<file path="config.mk">
export PLATFORM = sky130hd
export DESIGN_NAME = pattern_serializer
export DESIGN_NICKNAME = d
export VERILOG_FILES = /design/src/rtl/pattern_serializer.sv
export SDC_FILE = /design/constraint.sdc
export NUM_CORES = 1
export LEC_CHECK = 0
export CAP_MARGIN = 20
export CORE_MARGIN = 2
export CORE_UTILIZATION = 51
export CTS_CLUSTER_DIAMETER = 200
export DETAILED_ROUTE_END_ITERATION = 7
export HOLD_SLACK_MARGIN = 0.02
export PLACE_DENSITY = 0.82
export SLEW_MARGIN = 20
export SYNTH_ARGS = -nofsm -noshare
export SYNTH_HDL_FRONTEND = slang
export SYNTH_SLANG_ARGS = --single-unit
export TNS_END_PERCENT = 20
</file>
<file path="constraint.sdc">
create_clock -name clk -period 2.25 [get_ports clk]
set_input_delay 0.3375 -clock clk [delete_from_list [all_inputs] [get_ports clk]]
set_output_delay 0.3375 -clock clk [all_outputs]
set_load 0.02 [all_outputs]
</file>
<file path="src/rtl/pattern_serializer.sv">
// pattern_serializer
// Parallel-to-serial bit-stream transmitter. A WIDTH-bit word is accepted
// over a valid/ready handshake and shifted out MSB-first, one bit per clk.
// Optional repeat (loop) mode retransmits the saved word until stop is seen
// at a word boundary. GAP_CYCLES idle cycles may follow every word.
//
// Ports:
//   clk         rising-edge clock
//   reset       asynchronous, active-low reset
//   load_data   word to transmit (bit WIDTH-1 goes out first)
//   load_valid  load_data / repeat_en are valid
//   load_ready  block can accept a word this cycle (combinational)
//   repeat_en   sampled at accept; 1 = retransmit the word continuously
//   stop        level; ends repeat mode at the next word boundary
//   dout        serial data bit
//   dout_valid  dout carries a word bit this cycle
//   bit_idx     index of the bit currently on dout
//   busy        1 whenever the block is not idle
//   done        1-cycle pulse alongside the last bit of every word
module pattern_serializer #(
    parameter int WIDTH      = 16,
    parameter int GAP_CYCLES = 0,
    parameter int IDX_W      = 4
) (
    input  logic             clk,
    input  logic             reset,
    input  logic [WIDTH-1:0] load_data,
    input  logic             load_valid,
    output logic             load_ready,
    input  logic             repeat_en,
    input  logic             stop,
    output logic             dout,
    output logic             dout_valid,
    output logic [IDX_W-1:0] bit_idx,
    output logic             busy,
    output logic             done
);

    typedef enum logic [1:0] {
        IDLE,
        SHIFT,
        GAP
    } state_t;

    localparam logic [IDX_W-1:0] TOP_IDX  = IDX_W'(WIDTH - 1);
    localparam bit               HAS_GAP  = (GAP_CYCLES > 0);
    localparam logic [7:0]       GAP_LAST = HAS_GAP ? 8'(GAP_CYCLES - 1) : 8'd0;

    state_t             state, state_n;
    logic [WIDTH-1:0]   shift_reg, shift_n;
    logic [WIDTH-1:0]   saved, saved_n;
    logic               rep, rep_n;
    logic [7:0]         gap_cnt, gap_n;
    logic [IDX_W-1:0]   idx_n;
    logic               last_bit;
    logic               accept;

    assign last_bit = (state == SHIFT) && (bit_idx == '0);

    // A new word may enter while idle, or during the final bit of a word
    // that will not be followed by a repeat or a gap, so streams can be
    // packed back-to-back with no idle bit between them.
    always_comb begin
        load_ready = 1'b0;
        if (state == IDLE) begin
            load_ready = 1'b1;
        end else if (last_bit && (!rep || stop) && !HAS_GAP) begin
            load_ready = 1'b1;
        end
    end

    assign accept = load_valid & load_ready;

    // Next-state logic. The repeat flag doubles as the GAP exit choice:
    // it is cleared whenever stop ends the loop, so the end of a gap only
    // needs to look at it (and at a stop raised during the gap itself).
    always_comb begin
        state_n = state;
        shift_n = shift_reg;
        saved_n = saved;
        rep_n   = rep;
        gap_n   = gap_cnt;
        idx_n   = bit_idx;

        case (state)
            IDLE: begin
                if (accept) begin
                    state_n = SHIFT;
                    shift_n = load_data;
                    saved_n = load_data;
                    rep_n   = repeat_en;
                    idx_n   = TOP_IDX;
                end
            end

            SHIFT: begin
                if (bit_idx != '0) begin
                    shift_n = shift_reg << 1;
                    idx_n   = bit_idx - 1'b1;
                end else if (rep && !stop) begin
                    if (HAS_GAP) begin
                        state_n = GAP;
                        gap_n   = 8'd0;
                    end else begin
                        shift_n = saved;
                        idx_n   = TOP_IDX;
                    end
                end else begin
                    rep_n = 1'b0;
                    if (HAS_GAP) begin
                        state_n = GAP;
                        gap_n   = 8'd0;
                    end else if (accept) begin
                        shift_n = load_data;
                        saved_n = load_data;
                        rep_n   = repeat_en;
                        idx_n   = TOP_IDX;
                    end else begin
                        state_n = IDLE;
                    end
                end
            end

            GAP: begin
                if (stop) begin
                    rep_n = 1'b0;
                end
                if (gap_cnt == GAP_LAST) begin
                    if (rep && !stop) begin
                        state_n = SHIFT;
                        shift_n = saved;
                        idx_n   = TOP_IDX;
                    end else begin
                        state_n = IDLE;
                    end
                end else begin
                    gap_n = gap_cnt + 8'd1;
                end
            end

            default: begin
                state_n = IDLE;
            end
        endcase
    end

    // Outputs are registered from the next-state values so the first bit of
    // an accepted word is already on dout in the cycle after the accept edge.
    always_ff @(posedge clk or negedge reset) begin
        if (!reset) begin
            state      <= IDLE;
            shift_reg  <= '0;
            saved      <= '0;
            rep        <= 1'b0;
            gap_cnt    <= 8'd0;
            bit_idx    <= '0;
            dout       <= 1'b0;
            dout_valid <= 1'b0;
            busy       <= 1'b0;
            done       <= 1'b0;
        end else begin
            state      <= state_n;
            shift_reg  <= shift_n;
            saved      <= saved_n;
            rep        <= rep_n;
            gap_cnt    <= gap_n;
            bit_idx    <= idx_n;
            dout       <= (state_n == SHIFT) & shift_n[WIDTH-1];
            dout_valid <= (state_n == SHIFT);
            busy       <= (state_n != IDLE);
            done       <= (state_n == SHIFT) && (idx_n == '0);
        end
    end

endmodule
</file>
==> impl_metrics.tcl, run 1 <==
set metrics [dict create \
    synth_cell_type_count 49 \
    syn_area_mm2 0.002721 \
    power_density_mw_per_mm2 1141 \
    synth_flop_cell "dfrtp_1" \
    syn_inst 250 \
    io_pins 30 \
    power_mw 3.878 \
    syn_nets 280 \
    max_freq_mhz 458.1 \
    fin_crit_sh 0.9702 \
    cp_slowest_cell "dfrtp_2" \
    clk_latency_ps 300 \
    root_buffer "clkbuf_8" \
    status "finished clean" \
    routed_wl_mm 5.941 \
    io_buffer_count 29 \
    rsz0062_at_grt "true" \
    antennaDiodeCount 0 \
    cts_tree "yes" \
    die_height_um 77.05 \
    regToRegSetupSlack_ps 70 \
    end_kind "flip-flop" \
    num_vias 2201 \
    path_class "flip-flop to flip-flop" \
    nNetsFinal 328 \
    grt_pass1_vias 2194 \
    drt_iter0_drc 209 \
    yosysWarningCount 0 \
    grt_max_degree 28 \
    crit_chain "inv_4 -> ha_4 -> or3b_4 -> o31a_1 -> o31ai_2 -> nor4b_4 -> and4bb_1" \
    crit_buf_inv 1 \
    via_per_inst 5.981 \
    hold_viol_final 0 \
    grt_usage 0.2153 \
    cp.arrival_ps 2430 \
    clk_path_buf_depth 2 \
    fin_util 0.6611 \
    clk_pin_slew_ps 80 \
    start_util 0.5295 \
    max-slew-margin-rel 0.6070 \
    ys_ff_latch 51 \
    worst_pin_slew_ps 589.5 \
    grt_overflow 0 \
    yosysSeqAreaShare 0.4690 \
    die_area_mm2 0.005936 \
    critPathLaunchType "flip-flop" \
    irDropWorstVdd_mv 0.6797 \
    fin_cells 368 \
    place_inst 359 \
    dp_hpwl_mm 4.192 \
    drv_cap 0 \
    final_cell_mix "dfrtp_1, mux2_2, clkdlybuf4s50_1" \
    finalWorstSetupSlack_ps 67.12 \
    fin_setup_tns_ps 0 \
    syn_avg_cell_area_um2 10.89 \
    htree_levels 2 \
    rows 26 \
    place_ws_ps 21.49 \
    grt_antenna_before_repair 0 \
    ant_nets 0 \
    finClkSkew_ps 6.671 \
    drc_errors 0 \
    coreArea_mm2 0.005140 \
    worst-path-max-fanout 4 \
    synth_edf_count 0 \
    drive_gt1_frac 0.2718 \
    firstDrtPassIters 6 \
    final_max_slew_viol_count 0 \
    leakage_nw 1.448 \
    wl_per_cell_um 16.14 \
    cp.required_ps 2490 \
    cts_made_buffers 5 \
    die_x_um 77.05 \
    async_flop_share 1.000 \
    syn2layout_area_growth_pct 24.87 \
    layout_commonest_cell "dfrtp_1" \
    cts.sinks 51 \
    cpPeakStageDelay_ps 430 \
    grt_pass1_wl_mm 10.25 \
    hold_class "primary input to asynchronous set/reset pin" \
    crit_family "simple AND/OR/NAND/NOR gates" \
    gp_congestion 0.8880 \
    final-setup-viol-count 0 \
    min_period_ps 2183 \
]
[report_power, final]
group          leakage [nW]  total [mW]  switching [mW]  internal (mW)
sequential            0.633        1.52           0.238           1.29
clock                0.0470       0.526           0.284          0.242
combinational         0.769        1.83           0.857          0.971
[metal layers]
layer / track usage / routed length (µm) / up-vias
met1: 0.2766 / 2610 / 1094
li1: - / - / 1026
met2: 0.3754 / 2986 / 73
met5: 0 / 0 / -
met4: 0.05536 / 69 / 0
met3: 0.04000 / 275 / 8
[metrics by stage]
| step | instance area (µm²) | hold slack [ps] |
|---|---|---|
| floorplan | 2724 | 41.91 |
| global placement | 3271 | 370.3 |
| detailed placement | 3271 | 369.2 |
| CTS | 3362 | 39.37 |
| global route | 3398 | 64.70 |
| finish | 3398 | 27.79 |
[synth_stat cells, types with 2 or more instances]
cell type	count	area [µm²]
dfrtp_1	51	1276
or2_2	3	18.77
nand2_1	25	93.84
mux2_2	30	337.8
inv_1	9	33.78
xnor2_1	5	43.79
nand4_1	3	18.77
a21oi_1	6	30.03
a21boi_1	2	15.01
ha_1	9	112.6
nor2b_1	4	25.02
clkbuf_1	11	41.29
a31oi_1	2	12.51
o21ai_0	19	95.09
buf_2	3	15.01
xor2_1	2	17.52
nand3_1	4	20.02
nor2_1	7	26.28
nor3_1	3	15.01
nand2b_1	5	31.28
o221ai_1	2	17.52
o31ai_1	3	22.52
a41o_1	2	20.02
nor3b_1	2	15.01
a222oi_1	14	140.1
[area by class of cell]
class | count | area [µm²]
multi-input cells | 176 | 1375
clock inverters | 1 | 5.005
flip-flops and latches | 51 | 1280
repair buffers | 55 | 529.3
clock buffers | 6 | 82.58
well taps | 70 | 87.58
fillers | 429 | 1742
inverters | 9 | 38.79
[kinds of logic (layout without fill, tap and decap cells)]
family,after synthesis,in the layout,synth area share
simple gates,67,67,0.1379
compound gates,62,62,0.1683
mux,31,31,0.1278
fa+ha+maj,9,9,0.04138
xor+xnor,7,7,0.02253
flops,51,51,0.4690
buf+inv,23,71,0.03310
[timing repair]
action / in CTS / in global routing
hold buffers: 0 / 0
endpoints found under the setup margin: 1 / 4
pin swaps: 0 / 4
resized for setup: 2 / 6
endpoints found under the hold margin: 0 / 0
setup buffers: 0 / 2
gates cloned: 0 / 0
[worst paths after layout]
| check | from | end | depth (start not counted) |
|---|---|---|---|
| hold / removal | reset | gap_cnt[4] | 1 |
| setup reg to reg | bit_idx[1] | done | 7 |
| hold reg to reg | gap_cnt[7] | gap_cnt[7] | 1 |
| setup / recovery | bit_idx[1] | done | 7 |
| max in group asynchronous | reset | bit_idx[0] | 2 |
| min in group clk | gap_cnt[7] | gap_cnt[7] | 1 |
Power figures use the tool's default switching activity.
==> run 2: changes to the inputs <==
CAP_MARGIN = not set   (was 20)
==> results of run 2 <==
Same layout as run 1: the final DEF is identical, and so are final timing and power.
==> run 3: changes to the inputs <==
ABC_AREA = 1   (was not set)
CORE_UTILIZATION = 52   (was 51)
PLACE_DENSITY = 0.83   (was 0.82)
==> run 3 against run 2 <==
  * Clock-buffer cell count stayed put
  * Worst setup slack better by 51 ps
  * Worst hold slack better by 450 ps
  * Wire length is 14% higher
  * Critical path depth stayed put
  * Sequential share of layout area is 1.8 points lower
  * Largest cell class unchanged
  * Maximum frequency is 2.4% higher
==> impl_metrics.tcl, run 3 <==
set metrics [dict create \
    synthMuxAreaShare 0 \
    cp_slowest_cell "dfrtp_1" \
    path_class "flip-flop to output pin" \
    synth_flop_cell "dfrtp_1" \
    wl_per_cell_um 13.39 \
    layout_commonest_cell "nand2_1" \
    grt_antenna_before_repair 0 \
    drc_errors 0 \
    power_density_mw_per_mm2 1171 \
    place_inst 498 \
    yosys.area.top_type "dfrtp_1" \
    syn_avg_cell_area_um2 7.583 \
    synth_edf_count 0 \
    ant_nets 0 \
    synthTopCellsByArea "dfrtp_1, nand2_1, nand3_1" \
    fill_cells 496 \
    antennaDiodeCount 0 \
    grt_max_degree 52 \
    max_freq_mhz 469.0 \
    leakage_nw 1.846 \
    max-slew-margin-rel 0.7015 \
    synth_top_family_by_area "simple AND/OR/NAND/NOR gates" \
    reg2reg_depth 14 \
    nNetsFinal 464 \
    hold_ws_ps 482.0 \
    clk_pin_slew_ps 90 \
    num_vias 2716 \
    synth.most_common_cell "nand2_1" \
    drv_cap 0 \
    htree_levels 2 \
    final_cell_mix "nand2_1, dfrtp_1, inv_1" \
    clk_path_buf_depth 2 \
    hold_depth 2 \
    worst-path-max-fanout 5 \
    synth_adder_area_share 0.03741 \
    gp_congestion 0.9238 \
    syn2layout_area_growth_pct 18.04 \
    cts_made_buffers 5 \
    synth-simple-area-share 0.3175 \
    die_x_um 80.09 \
    crit_buf_inv 2 \
    synth_compound_area_frac 0.1139 \
    async_flop_share 1.000 \
    end_kind "output pin" \
    hold_end "saved[10]" \
    start_util 0.5434 \
    io_pins 30 \
    min_period_ps 2132 \
    hold_class "flip-flop to flip-flop" \
    syn_nets 427 \
    synth_cell_type_count 32 \
    irDropWorstVdd_mv 0.6656 \
    grt_pass1_vias 2612 \
    cpPeakStageDelay_ps 430 \
    rows 27 \
    yosys-top-cells-count "nand2_1, dfrtp_1, inv_1, nor2_1, nand3_1" \
    root_buffer "clkbuf_8" \
    dp_hpwl_mm 4.705 \
    via_per_inst 5.357 \
    final-setup-viol-count 0 \
    multi_input_area_mm2 0.001480 \
    die_height_um 80.09 \
    critPathLaunchType "flip-flop" \
    cp.required_ps 1910 \
    fin_util 0.6414 \
    syn_area_mm2 0.003010 \
    coreArea_mm2 0.005540 \
    regArea_mm2 0.001276 \
    hold_viol_final 0 \
    routed_wl_mm 6.791 \
    reg2reg_from "bit_idx[1]" \
    ys_ff_latch 51 \
    grt_usage 0.2323 \
    regToRegSetupSlack_ps 150 \
    cts.sinks 51 \
    status "finished clean" \
    worst_pin_slew_ps 444.8 \
    yosysSeqAreaShare 0.4239 \
    yosysWarningCount 0 \
    yosysTopAreaCellShare 0.4239 \
    fin_cells 507 \
    drive_gt1_frac 0.1241 \
    clk_latency_ps 310 \
    syn_inst 397 \
    crit_family "buffers and inverters" \
    cts_tree "yes" \
    cp.arrival_ps 1790 \
    grt_overflow 0 \
    drt_iter0_drc 236 \
    finClkSkew_ps 7.276 \
    reg2reg_to "shift_reg[4]" \
    cts_setup_buffers 0 \
    io_buffer_count 29 \
    die_area_mm2 0.006414 \
    firstDrtPassIters 5 \
    synth_xor_area_frac 0.02037 \
    crit_chain "inv_1 -> ha_2 -> nand3_2 -> nor2_1 -> nand2_1 -> nand2_2 -> clkdlybuf4s15_1" \
    worstHoldStart "saved[10]" \
    fin_crit_sh 0.9477 \
    grt_pass1_wl_mm 11.77 \
    final_max_slew_viol_count 0 \
]
## run 3: changes by cell type after synthesis, sizes merged, moves of 19 or more
cell and delta:
inv +35, mux2 -30, o21ai +19, nand3 +26
nor2 +31, nand2 +114
## run 3: worst reg2reg max path, stage by stage (launching register included)
cell     delay, ps
dfrtp_1        430
inv_1          130
ha_2           220
nand3_2        140
nor2_1         120
nand2_1         70
nand2_2         60
buf_4          170
nand2_4        110
inv_2          100
buf_4          180
nor2_1          50
o21ai_1        120
nand2_1         60
nand2_1         80
## run 3: logic make-up after synthesis
family,Yosys count
AND/OR/NAND/NOR,215
AO/OA/AOI/OAI,57
buffers and inverters,58
adder cells (fa/ha/maj),9
flip-flops,51
XOR/XNOR,7
## run 3: worst max-delay path by stage
| stage | from | end | slack, ps | depth (start not counted) |
|---|---|---|---|---|
| detailed placement | bit_idx[1] | saved[15] | 130 | 12 |
| floorplan | bit_idx[0] | saved[13] | 490 | 12 |
| finish | bit_idx[1] | load_ready | 120 | 7 |
| global placement | stop | load_ready | 170 | 6 |
| global route | state[1] | shift_reg[13] | -6 | 13 |
| CTS | bit_idx[1] | load_ready | 70 | 7 |
## run 3: per-layer routing
| metal | up-vias | GRT usage | share of wire |
|---|---|---|---|
| met5 | - | 0 | 0 |
| met4 | 0 | 0.08644 | 0.016 |
| met3 | 14 | 0.04607 | 0.061 |
| met2 | 119 | 0.3767 | 0.47 |
| met1 | 1252 | 0.3081 | 0.45 |
| li1 | 1331 | - | - |
## run 3: cell type report
type / instances / share of cell area
Multi-Input combinational cell: 288 / 0.4165
Sequential cell: 51 / 0.3592
Timing Repair Buffer: 43 / 0.1141
Inverter: 45 / 0.04754
Tap cell: 72 / 0.02535
Clock buffer: 6 / 0.02042
Clock inverter: 2 / 0.01690
## run 3: metrics by stage
step           total power, mW  cell area, µm²  TNS [ps]  setup WS, ps
3_5_place_dp             3.393            3403         0         126.6
2_1_floorplan            2.819            3010         0         494.4
5_1_grt                  4.511            3553    -6.448        -6.448
6_report                 4.161            3553         0         117.8
4_1_cts                  4.155            3545         0         66.42
3_3_place_gp             3.333            3403         0         170.9
## run 3: what timing repair did
action / CTS / global route
resized for setup: 1 / 3
endpoints found under the hold margin: 22 / 0
hold buffers: 1 / 0
endpoints found under the setup margin: 1 / 17
## run 3: where the power goes
| part | switching, mW | leakage, nW | internal [mW] |
|---|---|---|---|
| logic | 1.14 | 1.14 | 0.747 |
| clock network | 0.301 | 0.0654 | 0.444 |
| registers | 0.251 | 0.639 | 1.28 |
| total | 1.69 | 1.85 | 2.47 |
==> edit 1: new RTL, flow settings as in run 2 <==
Change the parameter `WIDTH` from 16 to 14.
--- a/src/rtl/pattern_serializer.sv
+++ b/src/rtl/pattern_serializer.sv
@@ -18,7 +18,7 @@
 //   busy        1 whenever the block is not idle
 //   done        1-cycle pulse alongside the last bit of every word
 module pattern_serializer #(
-    parameter int WIDTH      = 16,
+    parameter int WIDTH      = 14,
     parameter int GAP_CYCLES = 0,
     parameter int IDX_W      = 4
 ) (
Ports: changed (resized load_data); port bits go from 30 to 28. No check against the original RTL was run, so the function may have changed too.
==> edit 1 against run 2 <==
  * Register-to-register slack better by 50 ps
  * Total power down 5.9%
  * Sequential cell count down 4
  * Largest cell class unchanged
  * Sequential power decreased by 9.9%
  * Clock skew is 1.0 ps higher
  * Wire length shrank 11%
  * Cell area down 12%
  * Worst hold slack gained 94 ps
  * Worst setup slack better by 25 ps
  * Synthesized area down 10%
==> edit 1: results (changes against run 2) <==
Power and ir drop
  – Maximum VDD drop: 0.000683 V (+0.50%)
  – Lkg Pwr: 1.30 nW (-10%)

Logic synthesis
  – Xor/xnor cell area share of the yosys netlist: 0.0251 (+0.00259)
  – Main combinational cell family by area after synthesis: compound AO/OA/AOI/OAI gates
  – Synth cell count leaders: dfrtp_1, nand2_1, mux2_2, o21ai_0, inv_1
  – Ys flop type: dfrtp_1
  – Cell variety after synth: 55 (+12%)
  – Sequential element share of the synthesized area: 0.482 (+0.0128)
  – Post-synth net total: 249 (-11%)
  – Multiplexer share of the synthesized area: 0.0692 (-0.0586)
  – Synth area leaders: dfrtp_1, mux2_2, a222oi_1
  – Post-synthesis compound-gate area fraction: 0.201 (+0.0332)
  – Synth Warn #: 0 (unchanged)
  – Synth Area in Adders: 0.0410 (-0.000375)
  – Async SR Flop Fraction: 1.00 (unchanged)

Run status
  – Status: finished, final reports clean

Placement
  – HPWL Detailed: 3.64 mm (-13%)
  – PortBufs: 27 (-6.9%)
  – Dpl ws: -70.6 ps (-92.1 ps)
  – Placer congestion estimate: 0.949 (+6.9%)

Cells and area
  – Antenna cells: 0 (unchanged)
  – Layout cell share with drive strength beyond 1: 0.224 (-0.0479)
  – Final #Nets: 294 (-10%)
  – Fillers: 386 (-10%)

Min path
  – Tightest Hold Check Type: primary input to async pin

STA
  – Clock Skew: 7.72 ps (+1.05 ps)
  – Final setup viols: 0 (unchanged)
  – Tightest Pin Transition: 635 ps (+45.1 ps)

Critical path
  – Data arrival time of the worst path: 1820 ps (-610 ps)
  – Crit Path Max Fanout: 5 (+1)

GRT
  – Gr usage total: 0.218 (+0.00261)
  – Vias in the first global route: 2014 (-8.2%)
  – Largest net degree at the start of global routing: 48 (+71%)
  – First-pass GRT wire length: 9.09 mm (-11%)

Routing
  – Routed WL: 5.29 mm (-11%)
  – Iteration-0 DRC Markers: 229 (+9.6%)
  – Via density: 6.15 (+2.8%)
  – Pre-Repair DR Iteration Count: 7 (+1)

Clock tree
  – Clock slew at reported path FFs: 90 ps
  – CTS Buf Count: 5 (unchanged)
  – Clock latency on the worst-skew pair: 300 ps (about the same)
  – CTS Buffer Depth: 2 (unchanged)
  – CTS root buf: clkbuf_8
## edit 1: cell type report
type	instances	area, um2	share of cell area
well taps	54	67.6	0.0225
multi-input cells	153	1180	0.394
flip-flops and latches	47	1180	0.391
inverters	13	48.8	0.0162
clock inverters	3	46.3	0.0154
repair buffers	47	414	0.138
clock buffers	5	68.8	0.0229
## edit 1: final timing paths
kind,startpoint,endpoint,slack [ps],depth (start not counted)
min in group clk,shift_reg[11],shift_reg[11],490,2
setup / recovery,state[0],load_ready,90,4
hold reg to reg,shift_reg[11],shift_reg[11],490,2
hold / removal,reset,gap_cnt[6],120,2
max in group asynchronous,reset,bit_idx[1],1720,2
setup reg to reg,bit_idx[0],done,120,7
## edit 1: kinds of logic after synthesis
logic type | count (synthesis)
xor gates and xnor gates | 7
adders and majority gates | 8
buffers and inverters | 22
AOI/OAI and AO/OA | 64
and+or+nand+nor | 59
muxes | 15
DFF | 47
## edit 1: power breakdown
part	switching [W]	internal (W)	total, W
Sequential	0.000202	0.00117	0.00137
Clock	0.000305	0.000335	0.000640
Combinational	0.000847	0.000789	0.00164
Total	0.00135	0.00230	0.00365
## edit 1: repair_timing
action	CTS	global route
buffers inserted	0	0
gates cloned	0	0
gates resized for setup	2	6
setup endpoints to repair	2	13
## edit 1: through the flow
| stage | hold slack, ps | instances | area [um2] |
|---|---|---|---|
| global placement | 459 | 314 | 2860 |
| detailed placement | 466 | 314 | 2860 |
| global route | 172 | 322 | 3010 |
| finish | 122 | 322 | 3010 |
| CTS | 131 | 322 | 2970 |
| floorplan | 41.9 | 222 | 2440 |
## edit 1: layer usage
| layer | vias to the layer above | GRT usage | wire length (um) |
|---|---|---|---|
| met5 | - | 0 | 0 |
| met4 | 0 | 0.0658 | 72 |
| met3 | 9 | 0.0373 | 306 |
| met2 | 83 | 0.365 | 2650 |
| met1 | 974 | 0.289 | 2260 |
| li1 | 914 | - | - |
## edit 1: critical path, cell delays in order, from the launching register on
cell and delay [ps]:
dfrtp_1 450, ha_1 270, nand4bb_1 190, o21bai_2 230, dlygate4sd2_1 370
==> edit 2: new RTL, flow settings as in run 2 <==
Without the edit above. Re-encode `state_t` (3 states) as one-hot, 3 bits wide.
--- a/src/rtl/pattern_serializer.sv
+++ b/src/rtl/pattern_serializer.sv
@@ -36,10 +36,10 @@
     output logic             done
 );
 
-    typedef enum logic [1:0] {
-        IDLE,
-        SHIFT,
-        GAP
+    typedef enum logic [2:0] {
+        IDLE  = 3'b001,
+        SHIFT = 3'b010,
+        GAP   = 3'b100
     } state_t;
 
     localparam logic [IDX_W-1:0] TOP_IDX  = IDX_W'(WIDTH - 1);
Function: same outputs for any inputs over 10 cycles, from zero or initial values and one cycle with reset low; not proved beyond that.
==> edit 2 against run 2 <==
  * Wire length fell by 13%
  * Cell area down 5.8%
  * Die area fell by 2.2%
  * Sequential cell count is 1 higher
  * First-iteration DRC count fell by 50%
  * Critical endpoint is now shift_reg[7]
  * Worst hold slack improved by 2.8 ps
  * Synthesized cell count fell by 14%
  * Total power fell by 4.1%
  * Worst setup slack better by 84 ps
  * Largest cell class is now sequential cells
  * Synthesized area fell by 2.3%
  * Via count shrank 15%
==> edit 2: results (changes against run 2) <==
Min path
  – Tightest Hold Check Type: primary input to async pin

Logic synthesis
  – Synth Area in Adders: 0.0188 (-0.0225)
  – Multiplexer share of the synthesized area: 0.0800 (-0.0478)
  – Synth area leaders: dfrtp_1, mux2_1, a22o_1
  – Synth cell count leaders: dfrtp_1, mux2_1, a22o_1, inv_1, nand2_1
  – Xor/xnor cell area share of the yosys netlist: 0.0264 (+0.00384)
  – Sequential element share of the synthesized area: 0.490 (+0.0211)
  – Ys flop type: dfrtp_1
  – Post-synth net total: 240 (-14%)
  – Cell variety after synth: 60 (+22%)
  – Synth Warn #: 0 (unchanged)
  – Async SR Flop Fraction: 1.00 (unchanged)
  – Mapped Avg Cell Area: 12.4 um2 (+14%)
  – Post-synthesis compound-gate area fraction: 0.205 (+0.0365)

GRT
  – Gr usage total: 0.188 (-0.0270)
  – Vias in the first global route: 1823 (-17%)
  – Largest net degree at the start of global routing: 33 (+18%)
  – First-pass GRT wire length: 8.72 mm (-15%)
  – Initial antenna violation count: 0 (unchanged)

STA
  – Clock Skew: 8.60 ps (+1.93 ps)
  – Tightest Pin Transition: 618 ps (+28.4 ps)

Placement
  – Placer congestion estimate: 0.937 (+5.5%)
  – PortBufs: 29 (unchanged)
  – Placed Instance Area: 0.00306 mm2 (-6.3%)
  – HPWL Detailed: 3.73 mm (-11%)
  – Placed cells: 320 (-11%)
  – Dpl ws: 27.0 ps (+5.52 ps)

Routing
  – Total number of vias: 1878 (-15%)
  – Iteration-0 DRC Markers: 105 (-50%)
  – Pre-Repair DR Iteration Count: 4 (-2)
  – Routed WL: 5.19 mm (-13%)

Cells and area
  – Final Non-Filler Cells: 332 (-9.8%)
  – Layout area overhead: 20.5%
  – Layout cell share with drive strength beyond 1: 0.225 (-0.0466)
  – Antenna cells: 0 (unchanged)
  – Fillers: 430 (+0.23%)
  – Final #Nets: 286 (-13%)

Clock tree
  – Clock slew at reported path FFs: 90 ps
  – CTS root buf: clkbuf_8
  – Clock latency on the worst-skew pair: 310 ps
  – CTS Buf Count: 5 (unchanged)
  – CTS Buffer Depth: 2 (unchanged)
  – H-Tree Depth: 2 (unchanged)

Power and ir drop
  – Lkg Pwr: 1.36 nW (-6.3%)
  – Maximum VDD drop: 0.000702 V (+3.2%)

Critical path
  – Crit Path Max Fanout: 16 (+12)
  – Crit path max-delay cell type: dfrtp_1
  – Slowest stage delay, CP: 410 ps (-20 ps)
  – Data arrival time of the worst path: 2290 ps (-140 ps)

Run status
  – Status: finished, final reports clean
## edit 2: cell count changes after synthesis, sizes merged, moves of 4 or more
cell	run 2	this run
mux2	30	18
a222oi	14	1
nand2b	5	1
o31ai	4	0
buf	3	11
ha	9	4
a22o	0	13
nand2	25	10
a221o	0	13
clkbuf	11	0
o21ai	19	7
## edit 2: cell type report
cell class | count | share of cell area
sequential | 52 | 0.407
multi-input combinational | 141 | 0.381
timing repair buffer | 50 | 0.142
tap | 70 | 0.0274
clock buffer | 6 | 0.0258
inverter | 11 | 0.0129
clock inverter | 2 | 0.00430
## edit 2: report_power, final
| part | internal (W) | total (W) | switching, W |
|---|---|---|---|
| clock | 0.000252 | 0.000559 | 0.000307 |
| combinational | 0.000825 | 0.00159 | 0.000769 |
| sequential | 0.00131 | 0.00156 | 0.000253 |
## edit 2: layer usage
| layer | share of wire | GRT usage |
|---|---|---|
| met1 | 0.46 | 0.259 |
| met4 | 0.015 | 0.0636 |
| met3 | 0.038 | 0.0379 |
| met5 | 0 | 0 |
| met2 | 0.48 | 0.301 |
## edit 2: worst paths after layout
check                               end  cells after the start  startpoint  slack (ps)
hold reg to reg                saved[3]                      1    saved[3]         490
setup reg to reg           shift_reg[7]                      9  bit_idx[0]         150
min in group clk               saved[3]                      1    saved[3]         490
max in group asynchronous      state[0]                      2       reset        1530
hold / removal               gap_cnt[0]                      1       reset          30
setup / recovery           shift_reg[7]                      9  bit_idx[0]         150
## edit 2: worst max-delay path, delay by kind of cell, from the launching register on
kind	cells	cell delay (ps)
flops	1	410
fa+ha+maj	1	230
buf+inv	3	450
compound gates	3	600
simple gates	2	280
## edit 2: timing repair
action / in CTS / in global routing
setup buffers: 0 / 4
gates resized for setup: 1 / 3
pin swaps: 0 / 0
endpoints found under the setup margin: 1 / 10
